File: src/rtl/priority_encoder_if.sv
// priority_encoder_if: request/enable inputs, encoded outputs and event handshake of the priority encoder.
interface priority_encoder_if;
    logic [7:0] i_n;
    logic       ei_n;
    logic       a;
    logic       b;
    logic       c;
    logic       gs_n;
    logic       eo_n;
    logic       evt_valid;
    logic [2:0] evt_code;
    logic       evt_ready;
    logic       overrun;
    modport master (
        output i_n, ei_n, evt_ready,
        input  a, b, c, gs_n, eo_n, evt_valid, evt_code, overrun
    );
    modport slave (
        input  i_n, ei_n, evt_ready,
        output a, b, c, gs_n, eo_n, evt_valid, evt_code, overrun
    );
endinterface

File: src/rtl/priority_encoder.sv
// priority_encoder: synchronised, glitch-filtered 8-to-3 priority encoder with a one-entry press event queue.
module priority_encoder #(
    parameter int STABLE_CYCLES = 4
) (
    input  logic              clk,
    input  logic              rst,
    priority_encoder_if.slave pe
);
    localparam int CW = $clog2(STABLE_CYCLES + 1);
    typedef enum logic {IDLE, PEND} state_e;
    logic [8:0]    sync1_q, sync2_q, samp_q, filt_q;
    logic [CW-1:0] cnt_q, cnt_d;
    logic          match;
    logic [2:0]    idx, code_d, code_q;
    logic          gs_d, gs_q, eo_d, eo_q;
    logic          evt_cond;
    state_e        state_q, state_d;
    logic [2:0]    evt_code_d, evt_code_q;
    logic          dirty_d, dirty_q, overrun_d, overrun_q;
    always_ff @(posedge clk) begin
        if (rst) begin
            sync1_q <= '1;
            sync2_q <= '1;
        end else begin
            sync1_q <= {pe.ei_n, pe.i_n};
            sync2_q <= sync1_q;
        end
    end
    // cnt_q counts how many consecutive edges stage 2 matched the held sample
    assign match = sync2_q == samp_q;
    assign cnt_d = !match ? '0 : (cnt_q == CW'(STABLE_CYCLES - 1)) ? cnt_q : cnt_q + 1'b1;
    always_ff @(posedge clk) begin
        if (rst) begin
            samp_q <= '1;
            cnt_q  <= '0;
            filt_q <= '1;
        end else begin
            samp_q <= sync2_q;
            cnt_q  <= cnt_d;
            if (cnt_d == CW'(STABLE_CYCLES - 1))
                filt_q <= sync2_q;
        end
    end
    always_comb begin
        idx = '0;
        for (int k = 0; k < 8; k++)
            if (!filt_q[k]) idx = 3'(k);
        code_d = filt_q[8] ? 3'd0 : idx;
        gs_d   = filt_q[8] | (&filt_q[7:0]);
        eo_d   = filt_q[8] | ~(&filt_q[7:0]);
    end
    always_ff @(posedge clk) begin
        if (rst) begin
            code_q <= '0;
            gs_q   <= 1'b1;
            eo_q   <= 1'b1;
        end else begin
            code_q <= code_d;
            gs_q   <= gs_d;
            eo_q   <= eo_d;
        end
    end
    assign evt_cond = !gs_d && (gs_q || code_d != code_q);
    always_ff @(posedge clk) begin
        if (rst) begin
            state_q    <= IDLE;
            evt_code_q <= '0;
            dirty_q    <= 1'b0;
            overrun_q  <= 1'b0;
        end else begin
            state_q    <= state_d;
            evt_code_q <= evt_code_d;
            dirty_q    <= dirty_d;
            overrun_q  <= overrun_d;
        end
    end
    always_comb begin
        state_d = state_q;
        if (state_q == IDLE)
            state_d = (evt_cond || (dirty_q && !gs_q)) ? PEND : IDLE;
        else
            state_d = pe.evt_ready ? IDLE : PEND;
    end
    // a press missed while busy is replayed from the live code once the consumer frees up
    always_comb begin
        evt_code_d = evt_code_q;
        dirty_d    = dirty_q;
        overrun_d  = 1'b0;
        if (state_q == IDLE) begin
            evt_code_d = evt_cond ? code_d : (dirty_q && !gs_q) ? code_q : evt_code_q;
            dirty_d    = 1'b0;
        end else begin
            dirty_d    = dirty_q | evt_cond;
            overrun_d  = evt_cond & ~pe.evt_ready;
        end
    end
    assign pe.a         = code_q[0];
    assign pe.b         = code_q[1];
    assign pe.c         = code_q[2];
    assign pe.gs_n      = gs_q;
    assign pe.eo_n      = eo_q;
    assign pe.evt_valid = state_q == PEND;
    assign pe.evt_code  = evt_code_q;
    assign pe.overrun   = overrun_q;
endmodule
File: src/flat_wrapper.sv
// flat-port wrapper written by rule: the top's interface ports become plain ports
module priority_encoder_flat 
#(
    parameter int STABLE_CYCLES = 4
)
  (clk, rst, pe_i_n, pe_ei_n, pe_evt_ready, pe_a, pe_b, pe_c, pe_gs_n, pe_eo_n, pe_evt_valid, pe_evt_code, pe_overrun);
  priority_encoder_if pe_i ();
  input  logic clk;
  input  logic rst;
  input wire logic [$bits(pe_i.i_n)-1:0] pe_i_n;
  input wire logic [$bits(pe_i.ei_n)-1:0] pe_ei_n;
  input wire logic [$bits(pe_i.evt_ready)-1:0] pe_evt_ready;
  output wire logic [$bits(pe_i.a)-1:0] pe_a;
  output wire logic [$bits(pe_i.b)-1:0] pe_b;
  output wire logic [$bits(pe_i.c)-1:0] pe_c;
  output wire logic [$bits(pe_i.gs_n)-1:0] pe_gs_n;
  output wire logic [$bits(pe_i.eo_n)-1:0] pe_eo_n;
  output wire logic [$bits(pe_i.evt_valid)-1:0] pe_evt_valid;
  output wire logic [$bits(pe_i.evt_code)-1:0] pe_evt_code;
  output wire logic [$bits(pe_i.overrun)-1:0] pe_overrun;
  assign pe_i.i_n = pe_i_n;
  assign pe_i.ei_n = pe_ei_n;
  assign pe_i.evt_ready = pe_evt_ready;
  assign pe_a = pe_i.a;
  assign pe_b = pe_i.b;
  assign pe_c = pe_i.c;
  assign pe_gs_n = pe_i.gs_n;
  assign pe_eo_n = pe_i.eo_n;
  assign pe_evt_valid = pe_i.evt_valid;
  assign pe_evt_code = pe_i.evt_code;
  assign pe_overrun = pe_i.overrun;
  priority_encoder #(.STABLE_CYCLES(STABLE_CYCLES)) u_core (.clk(clk), .rst(rst), .pe(pe_i));
endmodule
File: config.mk
export PLATFORM = sky130hd
export DESIGN_NAME = priority_encoder_flat
export DESIGN_NICKNAME = d
export VERILOG_FILES = /design/src/rtl/priority_encoder_if.sv /design/src/rtl/priority_encoder.sv /design/src/flat_wrapper.sv
export SDC_FILE = /design/constraint.sdc
export NUM_CORES = 1
export LEC_CHECK = 0
export ABC_AREA = 1
export BUFFER_PORTS_ARGS = -buffer_cell sky130_fd_sc_hd__buf_2
export CORE_ASPECT_RATIO = 1.4
export CORE_MARGIN = 5
export CORE_UTILIZATION = 55
export CTS_CLUSTER_SIZE = 16
export DETAILED_ROUTE_END_ITERATION = 7
export PLACE_DENSITY = 0.76
export SKIP_LAST_GASP = 1
export SYNTH_ARGS = -nofsm -noshare
export SYNTH_HDL_FRONTEND = slang
export SYNTH_SLANG_ARGS = --single-unit
File: constraint.sdc
create_clock -name clk -period 4.4 [get_ports clk]
set_input_delay 0.88 -clock clk [delete_from_list [all_inputs] [get_ports clk]]
set_output_delay 0.88 -clock clk [all_outputs]
set_load 0.01 [all_outputs]
==> results of run 1 <==
per-layer routing:
metal	vias up	GRT usage (%)	wire length, microns
met5	-	0	0
met4	0	7.317	63
met2	26	26.37	1525
li1	693	-	-
met1	580	15.33	1244
met3	7	4.390	192
critical path: stages:
cell      delay, ps
buf_2           380
clkinv_1        430
o21ai_4         240
a22o_1          170
stage by stage:
step	setup WS, ps	instances	power (mW)	instance area, sq um	utilization, %
6_report	2534	269	0.8407	2141	63.96
5_1_grt	2352	269	0.8799	2141	63.96
2_1_floorplan	2775	203	0.5269	1888	-
4_1_cts	2507	269	0.8493	2141	63.96
3_5_place_dp	2218	261	0.5417	2032	60.71
3_3_place_gp	2247	261	0.5405	2032	60.71
cells in the mapped netlist:
cell type / number / area share [%]
dfxtp_1: 50 / 53
nand2_1: 35 / 7.0
or2_2: 24 / 8.0
nor2_1: 17 / 3.4
inv_1: 16 / 3.2
a22o_1: 9 / 4.2
nand2_2: 6 / 2.0
nand3_1: 6 / 1.6
xor2_1: 6 / 2.8
nor2_2: 4 / 1.3
clkbuf_1: 3 / 0.60
nand2_4: 3 / 1.8
nand3b_1: 3 / 1.2
nor3_2: 3 / 1.6
inv_2: 2 / 0.40
nor3_1: 2 / 0.53
nor4_1: 2 / 0.66
a21oi_1: 1 / 0.26
bufinv_8: 1 / 0.93
clkinv_1: 1 / 0.20
ha_1: 1 / 0.66
mux2i_1: 1 / 0.53
nand3_2: 1 / 0.53
nand3_4: 1 / 0.93
nand4_2: 1 / 0.66
nor2_4: 1 / 0.60
o21ai_0: 1 / 0.26
o21ai_4: 1 / 0.86
xnor2_1: 1 / 0.46
sequential cells by signal, summed over array words and instances, names as in the netlist:
register	count
u_core.code_q	3
u_core.pe.eo_n	1
u_core.pe.gs_n	1
u_core.sync1_q	9
u_core.pe.overrun	1
u_core.cnt_q	3
u_core.filt_q	9
u_core.pe.evt_code	3
u_core.sync2_q	9
u_core.samp_q	9
u_core.pe.evt_valid	1
u_core.dirty_q	1
logic make-up after synthesis:
family | after synthesis
DFF | 50
muxes | 1
buffers and inverters | 23
adders and majority gates | 1
and+or+nand+nor | 109
AOI/OAI and AO/OA | 12
xor gates and xnor gates | 7
power by group through the flow:
stage	Sequential, mW	Clock (mW)	Combinational, mW
detailed placement	0.484	0	0.0581
finish	0.473	0.310	0.0579
floorplan	0.482	0	0.0444
global route	0.475	0.339	0.0655
global placement	0.483	0	0.0574
CTS	0.473	0.317	0.0587
area by class of cell:
type                    instances  area [sq um]  share of cell area [%]
repair buffers                 21         105.1                   4.909
inverters                      20         88.84                   4.150
multi-input cells             130         787.0                   36.76
clock inverters                 3         40.04                   1.870
flip-flops and latches         50          1001                   46.76
clock buffers                   5         68.82                   3.214
well taps                      40         50.05                   2.338
worst max-delay path by stage:
stage | cells past startpoint | slack, ps | to | start
2_1_floorplan | 3 | 2770 | u_core.sync1_q[4] | rst
3_3_place_gp | 4 | 2250 | u_core.filt_q[0] | rst
3_5_place_dp | 4 | 2220 | u_core.pe.evt_valid | rst
4_1_cts | 4 | 2510 | u_core.filt_q[0] | rst
5_1_grt | 4 | 2350 | u_core.pe.evt_valid | rst
6_report | 4 | 2530 | u_core.filt_q[0] | rst
==> impl_metrics.ini, run 1 <==
[outcome]
outcome = finished clean

[detailed_routing]
wl_microns = 3026
wl_per_cell_microns = 11.25
drt_pass1_iterations = 4
drc = 0
drtAntennaViolNets = 0
dr.first_iter.drc_count = 48
vias = 1306
viasPerCell = 4.855

[timing]
hold-worst-slack_ps = 411.3
period_needed_ps = 1866
finalClockSkew_ps = 6.695
slew_headroom_pct = 68.79
maxSlewViolCount = 0
hold_viol = 0
setup_tns_ps = 0
worst_pin_slew_ps = 468.1
period_share_pct = 42.40
timing.fmax_ghz = 0.5360
finalSetupViolations = 0
rsz0062_at_grt = false

[worst_setup_path]
r2r_slack_ps = 2820
cp-start-kind = input port
crit_path_end_kind = flop
crit_type = input port to flop
critical_path.max_fanout = 33
r2r-start = u_core.filt_q[4]
worstRegToRegCells = 13
rr_endpoint = u_core.pe.evt_code[0]
required_ps = 4650
cp.arrival_ps = 2120

[worst_hold_path]
holdPathEnd = u_core.sync2_q[0]
hold_depth = 1
worstHoldStart = u_core.sync1_q[0]
hold_path_class = flop to flop

[global_route]
grt_start_max_net_pins = 34
grt_util_all_layers_pct = 14.86
overflow = 0
grt_pass1_wl_microns = 5306
antenna_found_initial = 0
grt_pass1_vias = 1289

[yosys]
synth_top_family_by_area = simple AND/OR/NAND/NOR gates
syn_inst = 203
synth.area.mux_share_pct = 0.5302
yosys.area_share.adder_pct = 0.6627
syn_area_sq_um = 1888
yosys_register_bits = 50
synth_compound_area_share_pct = 5.567
synthXorXnorAreaFrac_pct = 3.247
ys_seq_area_share_pct = 53.02
postSynthAreaPerCell_sq_um = 9.301
ys_types = 29
synthSimpleGateAreaFrac_pct = 31.68
yosys_warnings = 0
postSynthNetCount = 216

[power_and_ir_drop]
p_int_mw = 0.6583
switching_power_mw = 0.1824
ir_drop_mv = 0.3733
power.leakage_nw = 0.9978
power_frac_seq_pct = 56.3
power_frac_comb_pct = 6.9
clock_power_share_pct = 36.9
p_sw_share_pct = 21.69
pwr_density_cell_nw_per_um2 = 392.7

[die]
start_util_pct = 56.41
core-area_sq_um = 3347
ios = 22
die_area_sq_um = 4721
num_rows = 25
die_w_microns = 59.52
die_h_microns = 79.33

[placed_design]
port_buffers = 21
globalplace.congestion = 0.7371
place_hpwl_microns = 2161

[clock_network]
cts_buffers = 5
clk_path_buf_depth = 2
cts.sinks = 50
cts-root-buf = clkbuf_8
clk_latency_ps = 300
clk_pin_slew_ps = 90
cts_setup_buffers = 0
cts_resized = 0
h-tree-depth = 2
tritoncts = built
holdBufCountCts = 0

[finish]
syn_to_final_growth_pct = 13.39
final_common_cell = dfxtp_1
drive_gt1_share_pct = 33.62
nNetsFinal = 241
n_antenna_cell = 0
nFillCells = 295
final_cell_mix = dfxtp_1, nand2_1, or2_2

[flow_run]
drv_cap = 0
Note: power is estimated with default switching activity, not from simulation.
==> inputs of run 2 (changes only) <==
CORE_UTILIZATION = 51   (was 55)
PLACE_DENSITY = 0.74   (was 0.76)
clock period = 1.7 ns   (was 4.4 ns; I/O delays follow)
==> run 2 against run 1 <==
Effect of this change:
- design area is 0.23% lower
- sequential share of layout area up 0.23 points
- utilization down 4.8 points
- non-clock buffer count increased by 1
- combinational power increased to 2.6 times the previous value
- critical endpoint is now u_core.pe.evt_code[1]
- largest power group unchanged
- highest routed layer unchanged
==> impl_metrics.ini, run 2 (same netlist as run 1, synthesis figures left out) <==
[power_and_ir_drop]
ir_drop_mv = 0.6654
power.leakage_nw = 0.9920
pwr_density_cell_nw_per_um2 = 966.1

[worst_hold_path]
hold_path_class = input port to flop

[finish]
design_area_sq_um = 2136
n_antenna_cell = 0
final_common_cell = dfxtp_1
syn_to_final_growth_pct = 13.12
nFillCells = 321
final_cell_mix = dfxtp_1, nand2_1, or2_2
nNetsFinal = 242
drive_gt1_share_pct = 34.35

[timing]
slew_headroom_pct = 70.76
period_share_pct = 91.82
setup_tns_ps = 0
finalClockSkew_ps = 8.347
hold_viol = 0
rsz0062_at_grt = false
finalSetupViolations = 0
timing.fmax_ghz = 0.6406
worst_pin_slew_ps = 437.0
period_needed_ps = 1561
maxSlewViolCount = 0

[worst_setup_path]
crit_type = flop to flop
cp.arrival_ps = 1770
cp-start-kind = flop
required_ps = 1900
crit_path_end_kind = flop
critical_path.max_fanout = 8

[detailed_routing]
wl_microns = 2942
viasPerCell = 4.739
drtAntennaViolNets = 0
wl_per_cell_microns = 10.82
dr.first_iter.drc_count = 36
drc = 0
drt_pass1_iterations = 4
vias = 1289

[die]
num_rows = 26
start_util_pct = 52.29
core-area_sq_um = 3611
die_w_microns = 61.43
die_h_microns = 81.99
die_area_sq_um = 5036
ios = 22

[global_route]
grt_util_all_layers_pct = 13.88
antenna_found_initial = 0
grt_pass1_wl_microns = 5106
grt_start_max_net_pins = 23
overflow = 0
grt_pass1_vias = 1224

[placed_design]
globalplace.congestion = 0.8407
port_buffers = 21
place_hpwl_microns = 2190
placed_area_sq_um = 2042

[clock_network]
cts_setup_buffers = 0
clk_path_buf_depth = 2
cts_buffers = 5
cts.sinks = 50
tritoncts = built
h-tree-depth = 2
clk_pin_slew_ps = 90
clk_latency_ps = 300
cts-root-buf = clkbuf_8

[outcome]
outcome = finished clean

[flow_run]
drv_cap = 0
## run 2: cell count changes in the layout (fill, tap and decap cells not counted), sizes merged
| cell | previous run | this run |
|---|---|---|
| buf | 21 | 22 |
| bufinv | 2 | 1 |
| clkbuf | 5 | 7 |
| clkinv | 3 | 2 |
## run 2: layer usage
| metal | routed length (microns) | up-vias | global-route usage (%) |
|---|---|---|---|
| li1 | - | 689 | - |
| met3 | 172 | 6 | 4.245 |
| met4 | 69 | 0 | 7.006 |
| met5 | 0 | - | 0 |
| met2 | 1516 | 25 | 24.15 |
| met1 | 1184 | 569 | 14.69 |
## run 2: final cells by class
cell class	instances	area [sq um]	share of cell area, %
clock buffer	7	86.33	4.042
clock inverter	1	5.005	0.2343
inverter	20	88.84	4.159
multi-input combinational	130	787.0	36.85
sequential	50	1003	46.98
tap	42	52.55	2.460
timing repair buffer	22	112.6	5.272
## run 2: final timing paths
check / from / endpoint / slack, ps / cells past startpoint
setup / recovery: u_core.filt_q[8] / u_core.pe.evt_code[1] / 140 / 11
hold reg to reg: u_core.sync1_q[2] / u_core.sync2_q[2] / 410 / 1
setup reg to reg: u_core.filt_q[8] / u_core.pe.evt_code[1] / 140 / 11
hold / removal: pe_i_n[7] / u_core.sync1_q[7] / 220 / 2
## run 2: critical path, cell delays in order, from the launching register on
cell and delay, ps:
dfxtp_1 380, bufinv_8 210, nand3b_1 90, nand3_2 110
nor2_4 140, nand3_4 120, nand2_4 110, nand2_4 50
nand2_4 80, nand2_1 50, nand2_1 70, nor2_2 40
## run 2: stage by stage
| step | hold slack, ps | power, mW | setup slack (ps) | utilization [%] | std cells |
|---|---|---|---|---|---|
| 2_1_floorplan | 389.5 | 1.364 | 312.5 | - | 203 |
| 3_3_place_gp | 391.9 | 1.401 | 158.3 | 56.55 | 264 |
| 3_5_place_dp | 393.6 | 1.404 | 142.7 | 56.55 | 264 |
| 4_1_cts | 206.2 | 2.087 | 128.0 | 59.08 | 272 |
| 5_1_grt | 211.6 | 2.156 | 6.311 | 59.15 | 272 |
| 6_report | 216.9 | 2.063 | 139.0 | 59.15 | 272 |
## run 2: repair_timing
item,4_1_cts,5_1_grt
gates resized for setup,0,2
endpoints found under the setup margin,0,1
hold buffers,0,0
## run 2: power by group
part | internal (mW) | total, mW | switching (mW)
Clock | 0.328 | 0.689 | 0.361
Combinational | 0.0655 | 0.151 | 0.0851
Sequential | 1.21 | 1.22 | 0.0164
==> inputs of run 3 (changes only) <==
ABC_AREA = 0   (was 1)
REMOVE_ABC_BUFFERS = 1   (was unset)
==> run 3 against run 2 <==
Effect of this change:
- the flow now finishes with violations (negative setup slack)
- worst hold slack got worse by 10 ps
- sequential power hardly changed
- non-clock buffer count increased by 21
- synthesized cell count is 2.5% lower
- clock power is essentially flat
- utilization up 5.8 points
- clock-buffer cell count unchanged
- setup slack got worse by 210 ps
- die area is 1.9% higher
- highest routed layer unchanged
==> impl_metrics.ini, run 3 <==
[worst_setup_path]
cp_slowest_stage_delay_ps = 410
crit_cells = 5
r2r-start = u_core.filt_q[5]
crit_chain = a2111o_1 > a31o_1 > a31oi_4 > a31o_4 > mux2_4
crit_path_end_kind = flop
crit_family = compound AO/OA/AOI/OAI gates
cpMaxStageDelayCell = a2111o_1
cp.arrival_ps = 1960
path_buf_inv = 0
rr_endpoint = u_core.pe.evt_code[0]
crit_end = u_core.pe.evt_code[0]
r2r_slack_ps = -70
critical_path.max_fanout = 7
crit_type = flop to flop
cp-start-kind = flop
required_ps = 1890
cp-startpoint = u_core.filt_q[5]
worstRegToRegCells = 5

[timing]
period_share_pct = 104.0
finalSetupViolations = 3
finalClockSkew_ps = 9.725
setup_tns_ps = -73.40
period_needed_ps = 1768
maxSlewViolCount = 0
hold-worst-slack_ps = 206.6
hold_viol = 0
rsz0062_at_grt = true
timing.fmax_ghz = 0.5656
worst_pin_slew_ps = 311.7
slew_headroom_pct = 79.05
setup_slack_ps = -67.97

[flow_run]
drv_cap = 0

[finish]
drive_gt1_share_pct = 40.33
instances_no_fill = 285
syn_to_final_growth_pct = 22.55
nFillCells = 319
final_common_cell = dfxtp_1
postLayoutCoreUtil_pct = 64.94
final_cell_mix = dfxtp_1, or2_2, buf_2
n_antenna_cell = 0
nNetsFinal = 255

[placed_design]
placedCellCount = 274
globalplace.congestion = 0.8420
place_hpwl_microns = 2861
port_buffers = 21

[yosys]
yosys_warnings = 0
synth_common_cells = dfxtp_1, or2_2, nand2_1
synth_edf_count = 0
ys_seq_area_share_pct = 51.85
netlist.top_cell.by_area = dfxtp_1
ys_types = 39
synth.most_common_cell = dfxtp_1
yosys.area.top_type_share_pct = 51.85
synth_flop_cell = dfxtp_1
async_flop_share_pct = 0
postSynthAreaPerCell_sq_um = 9.751
synth_area_leaders = dfxtp_1, or2_2, mux2i_1
syn_area_sq_um = 1931
syn_inst = 198
yosys_register_bits = 50

[global_route]
grt_util_all_layers_pct = 15.64
grt_pass1_vias = 1457
overflow = 0
antenna_found_initial = 0
grt_start_max_net_pins = 15
grt_pass1_wl_microns = 6099

[die]
core-area_sq_um = 3643
start_util_pct = 52.99
num_rows = 26
die_w_microns = 62
ios = 22
die_h_microns = 82.80
die_area_sq_um = 5134

[power_and_ir_drop]
pwr_density_cell_nw_per_um2 = 847.8
power_mw = 2.006
power.leakage_nw = 1.034
ir_drop_mv = 0.7880

[clock_network]
tritoncts = built
clk_latency_ps = 300
cts.sinks = 50
h-tree-depth = 2
holdBufCountCts = 0
clk_pin_slew_ps = 80
cts-root-buf = clkbuf_8
cts_buffers = 5
clk_path_buf_depth = 2

[detailed_routing]
drtAntennaViolNets = 0
wl_per_cell_microns = 13.33
wl_microns = 3798
viasPerCell = 5.179
dr.first_iter.drc_count = 62
drc = 0
drt_pass1_iterations = 4
vias = 1476

[outcome]
failed_checks = negative setup slack
outcome = complete, but fails checks

[worst_hold_path]
hold_path_class = input port to flop
-- run 3: final cells by class --
class	count	area, sq um	area share (%)
sequential	50	1015	42.89
multi-input combinational	135	913.4	38.60
inverter	7	26.28	1.111
timing repair buffer	43	267.8	11.32
clock inverter	1	5.005	0.2115
tap	42	52.55	2.221
clock buffer	7	86.33	3.649
-- run 3: timing repair --
action | CTS | global route
pin swaps | 2 | 7
setup buffers | 2 | 0
gates resized for setup | 9 | 10
endpoints found under the setup margin | 11 | 14
cloned | 0 | 1
-- run 3: metrics by stage --
step,worst slack (ps),instance area [sq um]
floorplan,-486.8,1898
global placement,-60.43,2198
detailed placement,-98.57,2198
CTS,-39.45,2336
global route,-117.5,2366
finish,-67.97,2366
-- run 3: per-layer routing --
metal  vias up  track usage (%)  routed length (microns)  part of all wire [%]
li1        752                -                        -                     -
met1       677            15.59                     1401                    37
met2        35            28.11                     2084                    55
met3        12            4.037                      206                   5.4
met4         0            7.143                      105                   2.8
met5         -                0                        0                     0
-- run 3: where the power goes --
part           switching [mW]  leakage, nW  internal, mW
registers              0.0159        0.407          1.20
clock network           0.361       0.0482         0.328
logic                  0.0480        0.579        0.0561
-- run 3: kinds of logic after synthesis --
family	count (synthesis)	synth area share (%)
flops	50	51.85
mux	11	5.962
simple gates	86	23.40
buf+inv	13	3.046
compound gates	27	10.56
xor+xnor	10	4.537
fa+ha+maj	1	0.6480
-- run 3: how the worst min path moves through the flow --
stage,cells after the start,from,end
finish,2,pe_evt_ready,u_core.pe.overrun
floorplan,1,u_core.sync1_q[0],u_core.sync2_q[0]
detailed placement,1,u_core.sync1_q[7],u_core.sync2_q[7]
global route,2,pe_evt_ready,u_core.pe.overrun
global placement,1,u_core.sync1_q[2],u_core.sync2_q[2]
CTS,2,pe_evt_ready,u_core.pe.overrun
